===== config.mk =====
export PLATFORM = sky130hd
export DESIGN_NAME = demux32b_reg
export DESIGN_NICKNAME = d
export VERILOG_FILES = /design/src/rtl/demux32b_reg_pkg.sv /design/src/rtl/demux32b_reg_canal_saida.sv /design/src/rtl/demux32b_reg.sv
export SDC_FILE = /design/constraint.sdc
export NUM_CORES = 1
export LEC_CHECK = 0
export CORE_ASPECT_RATIO = 1.5
export CORE_MARGIN = 5
export CORE_UTILIZATION = 38
export DETAILED_ROUTE_END_ITERATION = 12
export GPL_ROUTABILITY_DRIVEN = 1
export GPL_TIMING_DRIVEN = 1
export PLACE_DENSITY = 0.74
export SLEW_MARGIN = 20
export SYNTH_ARGS = -nofsm -noshare
export SYNTH_HDL_FRONTEND = slang
export SYNTH_SLANG_ARGS = --single-unit

===== constraint.sdc =====
create_clock -name clock -period 2.1 [get_ports clock]
set_input_delay 0.42 -clock clock [delete_from_list [all_inputs] [get_ports clock]]
set_output_delay 0.42 -clock clock [all_outputs]
set_load 0.02 [all_outputs]

===== src/rtl/demux32b_reg_pkg.sv =====
// rtl/demux32b_reg_pkg.sv - shared constants and types for the registered 1-to-2 demultiplexer
package demux32b_reg_pkg;

   // Default word width on every data port
   localparam int DATA_WIDTH_PAD = 32;

   // Holding-register occupancy per output channel
   typedef enum logic {
      VAZIO = 1'b0,
      CHEIO = 1'b1
   } estado_t;

   // selecao polarity, same as the 2:1 selector on the read side
   localparam logic SEL_CANAL1 = 1'b1;
   localparam logic SEL_CANAL2 = 1'b0;

   // Width of the optional drain counters
   localparam int CONTADOR_WIDTH = 32;

endpackage


===== src/rtl/demux32b_reg_canal_saida.sv =====
// rtl/demux32b_reg_canal_saida.sv - one-entry output holding register with VAZIO/CHEIO FSM (drain counter under DEMUX_CONTADOR_EN)
module demux32b_reg_canal_saida
   import demux32b_reg_pkg::*;
#(
   parameter int DATA_WIDTH = DATA_WIDTH_PAD
) (
   input  logic                  clock,
   input  logic                  reset,
   input  logic                  carga_i,
   input  logic [DATA_WIDTH-1:0] dado_i,
   input  logic                  pronta_i,
   output logic                  valida_o,
   output logic                  pode_aceitar_o,
   output logic [DATA_WIDTH-1:0] dado_o
`ifdef DEMUX_CONTADOR_EN
   ,
   output logic [CONTADOR_WIDTH-1:0] contador_o
`endif
);

   estado_t               estado_q, estado_d;
   logic [DATA_WIDTH-1:0] dado_q, dado_d;
   logic                  drena;

   assign valida_o       = (estado_q == CHEIO);
   assign drena          = valida_o && pronta_i;
   // A full register still accepts when its consumer takes the old word this edge
   assign pode_aceitar_o = (estado_q == VAZIO) || pronta_i;
   assign dado_o         = dado_q;

   // Next state: a load wins over a drain so back-to-back words flow at one per cycle
   always_comb begin
      estado_d = estado_q;
      dado_d   = dado_q;
      if (carga_i) begin
         estado_d = CHEIO;
         dado_d   = dado_i;
      end else if (drena) begin
         estado_d = VAZIO;
      end
   end

   // Holding register and occupancy; data is kept after a drain, only reset clears it
   always_ff @(posedge clock or posedge reset) begin
      if (reset) begin
         estado_q <= VAZIO;
         dado_q   <= '0;
      end else begin
         estado_q <= estado_d;
         dado_q   <= dado_d;
      end
   end

`ifdef DEMUX_CONTADOR_EN
   logic [CONTADOR_WIDTH-1:0] contador_q;

   assign contador_o = contador_q;

   // Drain counter, wraps naturally at the top of its range
   always_ff @(posedge clock or posedge reset) begin
      if (reset) begin
         contador_q <= '0;
      end else if (drena) begin
         contador_q <= contador_q + 1'b1;
      end
   end
`endif

endmodule


===== src/rtl/demux32b_reg.sv =====
// rtl/demux32b_reg.sv - registered 1-to-2 demultiplexer with valid/ready handshakes (optional DEMUX_CONTADOR_EN drain counters)
module demux32b_reg
   import demux32b_reg_pkg::*;
#(
   parameter int DATA_WIDTH = DATA_WIDTH_PAD
) (
   input  logic                  clock,
   input  logic                  reset,
   input  logic [DATA_WIDTH-1:0] entrada,
   input  logic                  entrada_valida,
   input  logic                  selecao,
   output logic                  entrada_pronta,
   output logic [DATA_WIDTH-1:0] saida1,
   output logic                  saida1_valida,
   input  logic                  saida1_pronta,
   output logic [DATA_WIDTH-1:0] saida2,
   output logic                  saida2_valida,
   input  logic                  saida2_pronta
`ifdef DEMUX_CONTADOR_EN
   ,
   output logic [CONTADOR_WIDTH-1:0] contador1,
   output logic [CONTADOR_WIDTH-1:0] contador2
`endif
);

   logic aceita1, aceita2;
   logic transfere;
   logic carga1, carga2;

   // Readiness comes only from the selected channel, so a full idle channel never blocks the other
   assign entrada_pronta = (selecao == SEL_CANAL1) ? aceita1 : aceita2;
   assign transfere      = entrada_valida && entrada_pronta;
   assign carga1         = transfere && (selecao == SEL_CANAL1);
   assign carga2         = transfere && (selecao == SEL_CANAL2);

   demux32b_reg_canal_saida #(
      .DATA_WIDTH(DATA_WIDTH)
   ) u_canal1 (
      .clock          (clock),
      .reset          (reset),
      .carga_i        (carga1),
      .dado_i         (entrada),
      .pronta_i       (saida1_pronta),
      .valida_o       (saida1_valida),
      .pode_aceitar_o (aceita1),
      .dado_o         (saida1)
`ifdef DEMUX_CONTADOR_EN
      ,
      .contador_o     (contador1)
`endif
   );

   demux32b_reg_canal_saida #(
      .DATA_WIDTH(DATA_WIDTH)
   ) u_canal2 (
      .clock          (clock),
      .reset          (reset),
      .carga_i        (carga2),
      .dado_i         (entrada),
      .pronta_i       (saida2_pronta),
      .valida_o       (saida2_valida),
      .pode_aceitar_o (aceita2),
      .dado_o         (saida2)
`ifdef DEMUX_CONTADOR_EN
      ,
      .contador_o     (contador2)
`endif
   );

endmodule


---- Word level (Yosys, flattened, before mapping) ----
Index checks and enable logic that the tools add are counted.
storage, ports and cells
  bits of input ports ..................... 38
  output and inout port bits .............. 67
  bits in registers ....................... 66
  logic and storage cells ................. 21
operators by class
  reduce and logical (&&, ||, !) cells .... 9
  multiplexer cells ....................... 5
  bitwise gates (word level) .............. 3
operator list
  operator             count
  $logic_and A1 B1 Y1  5
  $mux W1              5
  $reduce_bool A2 Y1   2
  $not A1 Y1           3
  $logic_or A1 B1 Y1   2

---- Depth between registers and ports, before layout ----
Gate-level depths: netlist of run 1.
  depth in word-level cells ............... 6
  depth in mapped cells ................... 4

---- Cells and area by module ----
Synthesis of run 1 repeated with hierarchy kept, for this count alone.
second synthesis, totals
  cell total of the unflattened synthesis .. 147
  area total of the unflattened synthesis .. 2797.7 um^2
modules (own cells, without submodules)
  module                    cells each  area each (um^2)  instances  seq. area each (um^2)
  demux32b_reg_canal_saida  72          1382.6            2          825.8
  demux32b_reg              3           32.5              1          0.0

---- Least setup slack after synthesis of run 1 ----
Ideal clock, no wire load.
  kind .................................... flip-flop to flip-flop
  start point ............................. reg u_canal2.estado_q (netlist: u_canal2.valida_o)
  end point ............................... reg u_canal2.dado_q[0] (netlist: u_canal2.dado_o[0])
  period minus slack after synthesis ...... 1475 ps
  stages on the path, launching flop included .. 5
  required time ........................... 1975 ps
  arrival time ............................ 1350 ps
  setup slack ............................. 625 ps
  cells stage by stage .................... dfrtp_1 nand2b_2 nor3b_4 buf_6 mux2_2
on the way
  cells in the longest elaborated chain, start to end .. 5
ends and longest elaborated chain
  element                 line                            source
  from (decl)             demux32b_reg_canal_saida.sv:21  estado_t estado_q, estado_d;
  from (signal assigned)  demux32b_reg_canal_saida.sv:49  estado_q <= estado_d;
  $not A1 Y1              demux32b_reg_canal_saida.sv:28  assign pode_aceitar_o = (estado_q == VAZIO) || pronta_i;
  $logic_or A1 B1 Y1      demux32b_reg_canal_saida.sv:28
  $mux W1                 demux32b_reg.sv:31              assign entrada_pronta = (selecao == SEL_CANAL1) ? aceita1 : aceita2;
  $logic_and A1 B1 Y1     demux32b_reg.sv:32              assign transfere = entrada_valida && entrada_pronta;
  $logic_and A1 B1 Y1     demux32b_reg.sv:34              assign carga2 = transfere && (selecao == SEL_CANAL2);
  to (signal assigned)    demux32b_reg_canal_saida.sv:50  dado_q <= dado_d;
  to (decl)               demux32b_reg_canal_saida.sv:22  logic [DATA_WIDTH-1:0] dado_q, dado_d;
No other way between the ends.
A chain may end at the register's enable or synchronous reset.

---- Worst setup path after layout of run 1 ----
  start point ............................. in saida1_pronta
  end point ............................... out entrada_pronta
on the way
  cells in the longest elaborated chain, start to end .. 2
ends and longest elaborated chain
  element             line                            source
  from (decl)         demux32b_reg.sv:15              input logic saida1_pronta,
  $logic_or A1 B1 Y1  demux32b_reg_canal_saida.sv:28
  $mux W1             demux32b_reg.sv:31
  to (decl)           demux32b_reg.sv:12              output logic entrada_pronta,
No other way between the ends.

==> run metrics, run 1 <==
status finished clean; CP Class primary input to output pin; largest cells by area after synthesis dfrtp_1 65%, mux2_2 28%, buf_6 1.8%; Cell Rows 36; Max Root-Sink Buffers 2; Clk Latency, worst-skew pair 0.34 ns; distinct cell type count of the synthesized netlist 15; Hold Vio Cnt, Final 0; Worst Setup Slack, final 0.148 ns; crit path max-delay cell type clkdlybuf4s50_1; syn_nets about 190; DRT antenna net count 0; slowest stage delay, CP roughly 0.44 ns; Final Skew around 0.012 ns; most common cell after layout, fill and taps aside clkdlybuf4s50_1; max-cap violation count 0; fin crit share between 90% and 100%; R2R Path Start u_canal2.valida_o$_DFFE_PP0P_; Placed Area 0.00369 sq mm; critical path capture point type output pin; most frequent cells in the layout 103 x clkdlybuf4s50_1, 66 x dfrtp_1, 62 x mux2_2; critical path startpoint saida1_pronta; setup bufs post-CTS 0; Max Freq 0.512 GHz; gr usage total 13.5%; startpoint types primary input; Critical Path, Cell by Cell clkdlybuf4s50_1 > and2b_1 > a21oi_1 > dlygate4sd2_1; DRT Pass-1 Iters 2; 1st-iter DRT viols 60; total grt overflow 0; CTS Buf Count 9; Power Dens Cells 984 mW/mm^2; setup tns final 0 ns; post-layout util ~60%; Starting Density between 30% and 40%; fin area around 0.0039 sq mm; first-pass GRT wire length 8880 microns; cts hold-fix bufs 0; Seq/Total Area, Yosys 65.4%; number of top-level pins 105; Vias between 1500 and 2000; H-tree depth 3; Post-route DRC 0; Slew Viols, Final 0; RSZ-0062 raised after global routing false; largest net degree at the start of global routing 67; Syn Inst Count 147; Syn Std Cell Area between 0.002 and 0.003 sq mm; Die X between 70 and 80 microns; Die Ht 110 microns; Synth Register Bits 66; Worst Max-Slew Pin Slew 0.346 ns; layout cells sized above 1 32.8%; RePlAce Congestion 0.666; Sink Count 66; Synthesis Warnings 0; core footprint ~0.0065 sq mm; Final min period 1.95 ns; number of diodes 0; Crit Path Max Fanout 2; layout overhead on the synthesized area 53.9%; cell taking the most area after synthesis dfrtp_1; leakage power between 1.5 and 2 nW; DP Wirelength 3860 microns; final setup vio count 0; Hold Path Class primary input to asynchronous set/reset pin; Place WS -0.145 ns; vias in the first global route about 1800; PortBufs 104; Hold Slack 0.449 ns; peak supply drop 0.605 mV; die area 0.00840 sq mm; Routed WL 5370 microns; initial antenna violation count 0; CTS tree built; clock slew at reported path FFs 0.07 ns; Rel. slew slack 76.9%; WP data required 1.68 ns; Vias/cell 4.76; top cell type's share of synthesized area around 65%; drt wl/cell approximately 16 microns; nets 301; Mapped Avg Cell Area 17.2 sq um; Root Buffer clkbuf_8; WP data arrival 1.53 ns
[worst paths after layout]
check                                                       end  slack [ns]  cells past startpoint
worst min register to register   u_canal1.dado_o[7]$_DFFE_PP0P_        0.49                      1
worst min-delay path            u_canal2.dado_o[20]$_DFFE_PP0P_        0.45                      3
min in group clock               u_canal1.dado_o[7]$_DFFE_PP0P_        0.49                      1
worst max-delay path                             entrada_pronta        0.15                      4
worst max register to register  u_canal2.dado_o[29]$_DFFE_PP0P_        0.59                      5
max in group asynchronous       u_canal1.dado_o[21]$_DFFE_PP0P_        1.35                      3
[Yosys cell counts (all sizes together)]
master  instances
or2b            1
nand2           1
a21oi           1
buf             4
and2b           1
nor3b           1
dfrtp          66
clkbuf          2
o21ai           1
inv             2
nand2b          1
nor2            2
mux2           64
[per-stage QoR]
step,total power [W],cells
final,0.00382,344
after CTS,0.00388,344
after global placement,0.00281,328
after detailed placement,0.00283,328
after floorplan,0.00220,147
after global routing,0.00401,344
[state kept, by name, indices dropped and copies added (netlist names)]
| name | cells |
|---|---|
| u_canal1.dado_o | 32 |
| u_canal1.valida_o | 1 |
| u_canal2.dado_o | 32 |
| u_canal2.valida_o | 1 |
[what timing repair did]
item | in CTS | in global routing
resized for setup | 1 | 0
endpoints found under the setup margin | 1 | 0
endpoints found under the hold margin | 0 | 0
[final cells by class]
class / count / area, sq um
fillers: 542 / 2600
flip-flops and latches: 66 / 1650
repair buffers: 111 / 1140
multi-input cells: 73 / 792
clock buffers: 11 / 141
well taps: 76 / 95.1
clock inverters: 5 / 53.8
inverters: 2 / 7.51
[worst max-delay path, delay by kind of cell]
family                 cells  cell delay (ns)
AOI/OAI and AO/OA          1             0.14
buffers and inverters      2             0.79
and+or+nand+nor            1             0.18
[power breakdown]
part	switching, W	leakage (nW)	internal (W)
clock	0.000465	0.103	0.000577
sequential	0.000113	0.777	0.00150
combinational	0.000523	0.734	0.000646
[kinds of logic after synthesis]
group	share of synthesized area, %
compound gates	0.396
buf+inv	3.17
flops	65.4
mux	28.6
simple gates	2.43
[layer usage]
layer  global-route usage (%)  wire (microns)
met2                     21.2            2650
met5                        0               0
met1                     15.5            2110
met4                     6.75             102
met3                     6.23             515
Power figures use the tool's default switching activity.
==> inputs of run 2 (changes only) <==
--- a/config.mk
+++ b/config.mk
@@ -5,7 +5,6 @@
 export SDC_FILE = /design/constraint.sdc
 export NUM_CORES = 1
 export LEC_CHECK = 0
-export CORE_ASPECT_RATIO = 1.5
 export CORE_MARGIN = 5
 export CORE_UTILIZATION = 38
 export DETAILED_ROUTE_END_ITERATION = 12
==> run metrics, run 2 (same netlist as run 1, synthesis figures left out) <==
1st-iter DRT viols 19 (was 60); Slew Viols, Final 0 (unchanged); Root Buffer clkbuf_8 (unchanged); leakage power 1.62 nW (was 1.61 nW); Vias/cell 4.71 (was 4.76); gr usage total 14.5% (was 13.5%); most frequent cells in the layout 103 x clkdlybuf4s50_1, 66 x dfrtp_1, 62 x mux2_2 (unchanged); setup bufs post-CTS 0 (unchanged); Die Ht 91.5 microns (was 110 microns); final setup vio count 0 (unchanged); PortBufs 104 (unchanged); layout overhead on the synthesized area 55.1% (was 53.9%); H-tree depth 3 (unchanged); met1 Use GR 18.0% (was 15.5%); Hold Path Class primary input to asynchronous set/reset pin (unchanged); Vias 1624 (was 1638); M2 GR Usage 21.9% (was 21.2%); most common cell after layout, fill and taps aside clkdlybuf4s50_1 (unchanged); WP data required 1.68 ns (about the same); WP data arrival 1.49 ns (was 1.53 ns); drt wl/cell 16.3 microns (was 15.6 microns); total grt overflow 0 (unchanged); fill count 505 (was 542); cts hold-fix bufs 0 (unchanged); Sink Count 66 (unchanged); clock slew at reported path FFs 0.06 ns (was 0.07 ns); CTS Buf Count 9 (unchanged); DRT antenna net count 0 (unchanged); die area 0.00837 sq mm (was 0.00840 sq mm); Power Dens Cells 1000 mW/mm^2 (was 984 mW/mm^2); Clk Latency, worst-skew pair 0.33 ns (was 0.34 ns); vias in the first global route 1813 (was 1785); CTS tree built (unchanged); status finished clean (unchanged); Max Root-Sink Buffers 2 (unchanged); Final min period 1.91 ns (was 1.95 ns); Die X 91.5 microns (was 76.5 microns); critical path capture point type output pin (unchanged); number of top-level pins 105 (unchanged); Starting Density 39.3% (was 38.9%); nets 301 (unchanged); setup tns final 0 ns (unchanged); Final Skew 0.00578 ns (was 0.0116 ns); layout cells sized above 1 32.8% (unchanged); startpoint types primary input (unchanged); Max Freq 0.523 GHz (was 0.512 GHz); met3 usage 5.12% (was 6.23%); largest net degree at the start of global routing 67 (unchanged); Post-route DRC 0 (unchanged); DP Wirelength 4020 microns (was 3860 microns); DRT Pass-1 Iters 4 (was 2); Crit Path Max Fanout 3 (was 2); Rel. slew slack 77.2% (was 76.9%); placed cells 329 (was 328); PnR Total Power 0.00391 W (was 0.00382 W); first-pass GRT wire length 9370 microns (was 8880 microns); core footprint 0.00642 sq mm (was 0.00649 sq mm); RePlAce Congestion 0.692 (was 0.666); Most Crowded Layer GR met2 (unchanged); number of diodes 0 (unchanged); max-cap violation count 0 (unchanged); Hold Vio Cnt, Final 0 (unchanged); Cell Rows 29 (was 36); peak supply drop 0.486 mV (was 0.605 mV); RSZ-0062 raised after global routing false (unchanged); fin crit share 91.0% (was 92.9%); initial antenna violation count 0 (unchanged); CP Class primary input to output pin (unchanged); Non-Filler Instances 345 (was 344); Routed WL 5630 microns (was 5370 microns); Worst Max-Slew Pin Slew 0.343 ns (was 0.346 ns)
[run 2: through the flow]
step	util, %	worst slack, ns	instance area [sq um]	hold WS [ns]
2_1_floorplan	-	0.0252	2520	0.529
3_3_place_gp	57.7	-0.246	3700	0.471
3_5_place_dp	57.7	-0.234	3700	0.476
4_1_cts	61.0	0.0311	3920	0.482
5_1_grt	61.0	0.128	3920	0.494
6_report	61.0	0.189	3920	0.483
[run 2: worst paths after layout]
path                                                start                         endpoint  slack [ns]  cells past startpoint
setup / recovery                            saida1_pronta                   entrada_pronta        0.19                      4
hold / removal                                      reset  u_canal2.dado_o[29]$_DFFE_PP0P_        0.48                      3
setup reg to reg            u_canal2.valida_o$_DFFE_PP0P_  u_canal2.dado_o[26]$_DFFE_PP0P_        0.56                      5
hold reg to reg            u_canal1.dado_o[8]$_DFFE_PP0P_   u_canal1.dado_o[8]$_DFFE_PP0P_        0.49                      1
max in group asynchronous                           reset  u_canal1.dado_o[13]$_DFFE_PP0P_        1.35                      3
min in group clock         u_canal1.dado_o[8]$_DFFE_PP0P_   u_canal1.dado_o[8]$_DFFE_PP0P_        0.49                      1
[run 2: where the power goes]
| part | switching, W | internal [W] |
|---|---|---|
| Sequential | 0.000112 | 0.00150 |
| Combinational | 0.000532 | 0.000649 |
| Clock | 0.000442 | 0.000680 |
[run 2: timing repair]
action	in CTS	in global routing
resized for setup	1	2
endpoints found under the setup margin	1	1
endpoints found under the hold margin	0	0
[run 2: final cells by class]
type	instances	area, sq um	area share, %
well taps	77	96.3	2.46
flip-flops and latches	66	1650	42.2
repair buffers	111	1150	29.4
multi-input cells	73	792	20.2
clock buffers	15	186	4.76
inverters	2	7.51	0.192
clock inverters	1	30.0	0.767
[run 2: critical path: stages]
cell             delay [ns]
clkdlybuf4s50_1        0.46
and2b_1                0.23
a21oi_1                0.19
clkbuf_2               0.19
[run 2: routing by layer]
metal | part of all wire (%) | vias up
met1 | 43 | 792
met4 | 2.5 | 0
li1 | - | 749
met2 | 45 | 71
met5 | 0 | -
met3 | 9.1 | 12
